<file path="config.mk">
export PLATFORM = sky130hd
export DESIGN_NAME = count_sequencer
export DESIGN_NICKNAME = d
export VERILOG_FILES = /design/src/rtl/count_sequencer.sv
export SDC_FILE = /design/constraint.sdc
export NUM_CORES = 1
export LEC_CHECK = 0
export ABC_AREA = 1
export ABC_CLOCK_PERIOD_IN_PS = 4810
export BUFFER_PORTS_ARGS = -buffer_cell sky130_fd_sc_hd__buf_2
export CORE_MARGIN = 2
export CORE_UTILIZATION = 40
export DETAILED_ROUTE_END_ITERATION = 12
export GPL_TIMING_DRIVEN = 1
export PLACE_DENSITY = 0.57
export RECOVER_POWER = 50
export SYNTH_ARGS = -nofsm -noshare
export SYNTH_HDL_FRONTEND = slang
export SYNTH_SLANG_ARGS = --single-unit
</file>
<file path="constraint.sdc">
create_clock -name clk -period 4.81 [get_ports clk]
set_input_delay 0.481 -clock clk [delete_from_list [all_inputs] [get_ports clk]]
set_output_delay 0.481 -clock clk [all_outputs]
set_load 0.1 [all_outputs]
</file>
<file path="src/rtl/count_sequencer.sv">
// Prescaled up/down counter sequencer with one-shot or auto-reload,
// pause/stop control, terminal-count pulse and a saturating reload count.
module count_sequencer #(
    parameter int WIDTH    = 8,
    parameter int PRESCALE = 1
) (
    input  logic             clk,
    input  logic             re,
    input  logic             start,
    input  logic             stop,
    input  logic             pause,
    input  logic [WIDTH-1:0] limit,
    input  logic             dir,
    input  logic             auto,
    output logic [WIDTH-1:0] q,
    output logic             busy,
    output logic             done,
    output logic [1:0]       state,
    output logic [WIDTH-1:0] wraps
);

    typedef enum logic [1:0] {
        IDLE = 2'd0,
        RUN  = 2'd1,
        HOLD = 2'd2,
        DONE = 2'd3
    } state_t;

    localparam int PW = (PRESCALE > 1) ? $clog2(PRESCALE) : 1;
    localparam logic [PW-1:0] PS_LAST = PW'(PRESCALE - 1);

    state_t           r_state;
    logic [WIDTH-1:0] r_q;
    logic [WIDTH-1:0] r_wraps;
    logic             r_done;
    logic             r_busy;
    logic [PW-1:0]    r_psc;
    logic [WIDTH-1:0] r_lim;
    logic             r_dir;
    logic             r_auto;

    logic [WIDTH-1:0] w_s_new;
    logic [WIDTH-1:0] w_s;
    logic [WIDTH-1:0] w_t;
    logic [WIDTH-1:0] w_q_next;
    logic             w_lim_zero;
    logic             w_wr_sat;

    assign w_s_new    = dir ? limit : '0;
    assign w_s        = r_dir ? r_lim : '0;
    assign w_t        = r_dir ? '0 : r_lim;
    assign w_q_next   = r_dir ? (r_q - WIDTH'(1)) : (r_q + WIDTH'(1));
    assign w_lim_zero = (limit == '0);
    assign w_wr_sat   = &r_wraps;

    always_ff @(posedge clk) begin
        if (re) begin
            r_state <= IDLE;
            r_q     <= '0;
            r_wraps <= '0;
            r_done  <= 1'b0;
            r_busy  <= 1'b0;
            r_psc   <= '0;
            r_lim   <= '0;
            r_dir   <= 1'b0;
            r_auto  <= 1'b0;
        end else if (stop) begin
            r_state <= IDLE;
            r_busy  <= 1'b0;
            r_psc   <= '0;
            r_done  <= 1'b0;
        end else if (start) begin
            r_lim   <= limit;
            r_dir   <= dir;
            r_auto  <= auto;
            r_q     <= w_s_new;
            r_psc   <= '0;
            r_wraps <= '0;
            r_done  <= w_lim_zero;
            // A zero limit means start already equals terminal.
            if (w_lim_zero && !auto) begin
                r_state <= DONE;
                r_busy  <= 1'b0;
            end else begin
                r_state <= RUN;
                r_busy  <= 1'b1;
            end
        end else begin
            r_done <= 1'b0;
            unique case (r_state)
                RUN: begin
                    if (pause) begin
                        r_state <= HOLD;
                    end else if (r_psc == PS_LAST) begin
                        r_psc <= '0;
                        if (r_q != w_t) begin
                            r_q <= w_q_next;
                            if (w_q_next == w_t) begin
                                r_done <= 1'b1;
                                if (!r_auto) begin
                                    r_state <= DONE;
                                    r_busy  <= 1'b0;
                                end
                            end
                        end else begin
                            r_q    <= w_s;
                            r_done <= (w_s == w_t);
                            if (!w_wr_sat)
                                r_wraps <= r_wraps + WIDTH'(1);
                        end
                    end else begin
                        r_psc <= r_psc + PW'(1);
                    end
                end
                HOLD: begin
                    if (!pause)
                        r_state <= RUN;
                end
                default: begin
                end
            endcase
        end
    end

    assign q     = r_q;
    assign busy  = r_busy;
    assign done  = r_done;
    assign state = r_state;
    assign wraps = r_wraps;

endmodule

</file>
# --- Word-level counts from Yosys, hierarchy flattened ---
# Cells that the tools add are included.
word_totals:
  input_bits: 15
  reg_bits: 31
  out_inout_bits: 20
  word_cells: 85
op_classes:
  n_addsub: 4
  bitwise: 2
  n_reduce_logical: 16
  n_eq_ne: 15
  mux: 39
ops:
  columns: ["op", "count"]
  rows:
  - ["two-way mux 8 bit", 15]
  - ["AND reduction 6 bit", 3]
  - ["adder 8 x 1 -> 8 bit (second input constant)", 2]
  - ["equality test 8 bit", 2]
  - ["two-way mux 2 bit", 8]
  - ["inequality test 4 bit (second input constant)", 4]
  - ["two-way mux 1 bit", 15]
  - ["inequality test 2 bit (second input constant)", 5]
  - ["zero test 8 bit", 1]
  - ["inequality test 8 bit", 1]
  - ["AND reduction 8 bit", 1]
  - ["subtractor 8 x 1 -> 8 bit (second input constant)", 1]
  - ["nonzero test 2 bit", 3]
  - ["case mux 2 bit (2 select lines)", 1]
  - ["AND reduction 2 bit", 2]
  - ["AND reduction 4 bit", 1]
  - ["inequality test 3 bit (second input constant)", 1]
  - ["nonzero test 3 bit", 1]
  - ["OR reduction 3 bit", 1]
  - ["equality test 2 x 1 -> 1 bit (second input constant)", 1]
  - ["equality test 2 bit (second input constant)", 1]
  - ["inverter 1 bit", 2]
  - ["OR reduction 2 bit", 1]
  - ["adder 1 bit (second input constant)", 1]
  - ["2 further kinds", 2]

# --- Longest topological paths before layout ---
logic_depth:
  ltp_word: 9
  depth_mapped: 14
  ltp_nobuf: 14

# --- Least setup slack after synthesis ---
# OpenSTA, ideal clock, no wires.
synth_timing:
  kind: "register -> register"
  from: "register r_q[1] (netlist: q[1])"
  to: "register r_state[1] (netlist: state[1])"
  setup_time_ns: 0.119
  required_ns: 4.691
  stages_incl_launch_ff: 14
  t_arrival_ns: 2.399
  n_path_buf: 0
  path_slack_ns: 2.292
  synth_period_minus_slack_ns: 2.518
  path_cell_list: "dfxtp_1 fa_1 inv_1 nand2_1 nand2_1 nand2_1 nor2_1 nand3_1 nor2_1 nand3_1 nand2_1 nand3_1 nand2_1 nor2_1"
synth_via:
  elab_chain_len: 5
  elab_cells_between_ends: 8
  classes_between: "2 x add/sub; 4 x eq/ne; 1 x mux; 1 x reduce/logical"
synth_rtl:
  columns: ["item", "line_no", "text"]
  rows:
  - ["start: declaration", "33", "logic [WIDTH-1:0] r_q;"]
  - ["start signal: assignment", "76", "r_q <= w_s_new;"]
  - ["start signal: assignment", "97", "r_q <= w_q_next;"]
  - ["start signal: assignment", "106", "r_q <= w_s;"]
  - ["adder 8 x 1 -> 8 bit or subtractor 8 x 1 -> 8 bit (tied branches)", "52", "assign w_q_next = r_dir ? (r_q - WIDTH'(1)) : (r_q + WIDTH'(1));"]
  - ["two-way mux 8 bit", "52", null]
  - ["equality test 8 bit", "98", "if (w_q_next == w_t) begin"]
  - ["inequality test 4 bit (no source line)", null, null]
  - ["AND reduction 6 bit (no source line) *", null, null]
  - ["end signal: assignment", "58", "r_state <= IDLE;"]
  - ["end signal: assignment", "93", "r_state <= HOLD;"]
  - ["end signal: assignment", "101", "r_state <= DONE;"]
  - ["end: declaration", "32", "state_t r_state;"]
# Every way passes the cells marked *; elsewhere a longest branch is shown, timed or not.
# A chain may end at the register's enable or synchronous reset.

# --- Final worst setup path ---
layout_timing:
  from: "input port start"
  to: "register r_q[1] (netlist: q[1])"
layout_via:
  elab_chain_len: 2
  elab_cells_between_ends: 5
  classes_between: "2 x eq/ne; 1 x mux; 2 x reduce/logical"
layout_rtl:
  columns: ["item", "line_no", "text"]
  rows:
  - ["start: declaration", "9", "input logic start,"]
  - ["inequality test 2 bit (no source line) or nonzero test 2 bit (tied branches)", null, null]
  - ["AND reduction 4 bit (no source line)", null, null]
# Parallel ways exist; a longest one is shown, timed or not.

==> summary.md <==
| Metric | Value |
|---|---|
| Status | `complete, no violations` |
| PnR worst setup slack | `~2.1 ns` |
| Cts repair resizes | `0` |
| Main combinational cell family by area after synthesis | `simple AND/OR/NAND/NOR gates` |
| Ratio of cells with drive above 1 in the final layout | `roughly an eighth` |
| Hold Path Class | `input port to flip-flop` |
| GRT Total Usage | `19.94%` |
| Area contributors post-synth | `dfxtp_1 (26%), nand2_1 (13%), inv_1 (8.9%)` |
| Vias | `2287` |
| Number of distinct library cells after synthesis | `35` |
| R2R setup slack | `between 2 and 2.5 ns` |
| Mean Syn Cell Area | `6.463 um2` |
| CP Buf/Inv Count | `3` |
| Seq cells post-synth | `30` |
| YS warnings | `0` |
| Post-route antenna net violation count | `0` |
| Final Non-Filler Cells | `around 460` |
| Top Ports | `35` |
| Via density | `4.993` |
| Pre-antenna DRT Iters | `7` |
| Longest Clk Path Bufs | `2` |
| PD cells | `between 200 and 300 mW/mm2` |
| Max cap viols | `0` |
| CP Cell Sequence | `clkbuf_1 > nor2_1 > nor3_1 > inv_1 > a21oi_1 > o211ai_1 > nand2_1 > inv_1` |
| Routed len/inst | `roughly 13 um` |
| Worst EP required | `about 5.0 ns` |
| Startpoint Class | `input port` |
| Clock Latency Late Sink | `0.28 ns` |
| Final hold viol count | `0` |
| Largest area contributor in the synthesized netlist | `dfxtp_1` |
| DP Wirelength | `between 4000 and 5000 um` |
| Cts hold-fix bufs | `0` |
| Cells on Worst Hold Path | `3` |
| Mapped Area | `about 0.0023 mm2` |
| Slew Limit Fails | `0` |
| Source of the worst hold timing path | `limit[5]` |
| Critical-path top delay cell | `nor3_1` |
| Die area | `between 0.006 and 0.007 mm2` |
| Post-Place Cells | `roughly 450` |
| Largest stage delay, worst path | `between 0.8 and 0.9 ns` |
| Antenna violations before repair | `0` |
| CP most frequent cell | `inv_1` |
| Reg2reg end | `q[1]$_SDFFE_PP0P_` |
| Worst r2r path cells | `9` |
| Starting density of the core | `between 40% and 50%` |
| # DRC | `0` |
| CP max FO | `12` |
| Clock power share | `27.3%` |
| Slew headroom | `between 20% and 30%` |
| H-Tree Depth | `2` |
| Clk_skew | `around 0.0017 ns` |
| Vias in the first global route | `roughly 2100` |
| Lkg Pwr | `1.164 nW` |
| Setup CP Type | `input port to flip-flop` |
| Logic pwr share | `between 30% and 40%` |
| Setup violators final | `0` |
| RSZ-0062 raised after global routing | `false` |
| Net Sw Power | `between 200 and 300 uW` |
| Seq/Total Area, Yosys | `between 20% and 30%` |
| Clk sink count | `30` |
| CP top delay family | `simple AND/OR/NAND/NOR gates` |
| RD Place Congestion | `~0.82` |
| Ant diodes | `0` |
| Post-Syn Instances | `approximately 350` |
| GRT overflow | `0` |
| Nets | `409` |
| IO buf count | `34` |
| Final period util | `a little under three fifths` |
| Core area | `between 0.005 and 0.006 mm2` |
| Yosys top cell area share | `26.48%` |
| TritonCTS Buffers | `5` |
| Post-Synth Simple-Gate Area | `between 30% and 40%` |
| Die X | `79.31 um` |
| Fill count | `between 600 and 700` |
| TritonCTS clock tree | `done` |
| Fmax | `between 300 and 400 MHz` |
| First-pass GRT wire length | `9901 um` |
| Clock-pin slew on the worst setup and hold paths | `~0.06 ns` |
| Adder-cell share of the synthesized area | `4.744%` |
| R2r startpoint | `state[0]$_SDFFE_PP0P_` |
| Die height | `a little under 80 um` |
| Dpl ws | `2.378 ns` |
| Sequential power share | `around 40%` |
| VDD IR max | `~0.12 mV` |
| Endpoint, Worst Hold | `r_lim[5]$_SDFFE_PP0P_` |
| Std-Cell Rows | `27` |
| Arrival @ worst endpoint | `2.91 ns` |
| Sum of negative setup slack | `0 ns` |
| Detailed Route WL | `5741 um` |
| Total power | `~690 uW` |
| Sw Share | `roughly two fifths` |
| Setup Fix Bufs, Post-CTS | `0` |
| Root buf cell | `clkbuf_8` |
| Worst Tran Pin Value | `1.163 ns` |
| Area Overhead vs Synth | `11.14%` |
| Minimum clock period | `~2.7 ns` |
| Highest-count cells in the layout ignoring fill and taps | `nand2_1 (80), inv_1 (54), nand3_1 (36)` |
| Int Power | `roughly 420 uW` |
| Compound-Gate Fraction of Synth Area | `between 10 and 15%` |
| Crit end category | `flip-flop` |
| Post-synthesis mux area share | `0%` |
| XOR/XNOR Fraction of Synth Area | `under 10%` |
| Largest net degree at the start of global routing | `15` |
| DRT iter0 DRCs | `70` |
| Syn nets | `374` |
| Commonest non-fill, non-tap cell in the layout | `nand2_1` |
-- state kept, by name, summed over array words and instances, names as in the netlist --
register,flops
q,8
r_lim,8
wraps,8
state,2
busy,1
done,1
r_auto,1
r_dir,1
-- metal layers --
metal	up-vias	wire length, um	GRT usage [%]
met4	0	70	5.690
met2	43	2745	34.58
met3	6	215	3.068
met5	-	0	0
met1	1029	2709	25.56
li1	1209	-	-
-- stage by stage --
step                      util, %  hold WS, ns  instance area, um2
after floorplan                 -       0.5045                2268
after global placement      45.08       0.4905                2482
after detailed placement    45.08       0.4945                2482
after CTS                   46.47       0.4556                2559
after global routing        45.79       0.4733                2521
final                       45.79       0.4590                2521
-- worst max path at each step --
| stage | startpoint | end | slack, ns | cells past startpoint |
|---|---|---|---|---|
| finish | start | q[1]$_SDFFE_PP0P_ | 2.08 | 8 |
| floorplan | q[1]$_SDFFE_PP0P_ | state[1]$_SDFFE_PP0P_ | 2.29 | 13 |
| detailed placement | start | r_dir$_SDFFE_PP0P_ | 2.38 | 5 |
| CTS | r_dir$_SDFFE_PP0P_ | state[1]$_SDFFE_PP0P_ | 2.51 | 13 |
| global placement | start | r_dir$_SDFFE_PP0P_ | 2.36 | 5 |
| global route | start | q[7]$_SDFFE_PP0P_ | 1.74 | 8 |
-- worst register-to-register path: stages (launching register included) --
cell and delay (ns):
dfxtp_1 0.36, inv_1 0.08, nor2_1 0.12, nor2_1 0.07, nor3_1 0.86, inv_1 0.46
a21oi_1 0.29, o211ai_1 0.12, nand2_1 0.07, inv_1 0.03
-- Yosys cell counts, drive strengths merged --
cell	count
o211ai	8
buf	3
and2	1
ha	7
nand2	90
and3	1
nor4	4
clkbuf	3
nor2	36
a31oi	1
fa	1
nor3	3
a21oi	30
clkinv	1
o21ai	16
dfxtp	30
inv	58
nand3	38
nand4	9
xor2	9
o21bai	1
a211oi	1
-- power groups by stage --
stage          clock network, mW  logic [mW]  registers [mW]
5_1_grt                    0.204       0.247           0.281
4_1_cts                    0.194       0.226           0.278
6_report                   0.188       0.222           0.278
2_1_floorplan                  0       0.132           0.330
3_3_place_gp                   0       0.225           0.284
3_5_place_dp                   0       0.225           0.284
-- area by class of cell --
| type | instances | area (um2) | area share (%) |
|---|---|---|---|
| clock buffer | 7 | 76.32 | 3.027 |
| sequential | 30 | 600.6 | 23.82 |
| tap | 72 | 90.09 | 3.573 |
| inverter | 59 | 229.0 | 9.082 |
| timing repair buffer | 34 | 143.9 | 5.707 |
| multi-input combinational | 256 | 1381 | 54.79 |
-- kinds of logic after synthesis --
| group | Yosys count |
|---|---|
| xor gates and xnor gates | 9 |
| adders and majority gates | 8 |
| buffers and inverters | 65 |
| and+or+nand+nor | 182 |
| AOI/OAI and AO/OA | 57 |
| DFF | 30 |
No activity file was read; power rests on OpenSTA's default activity.
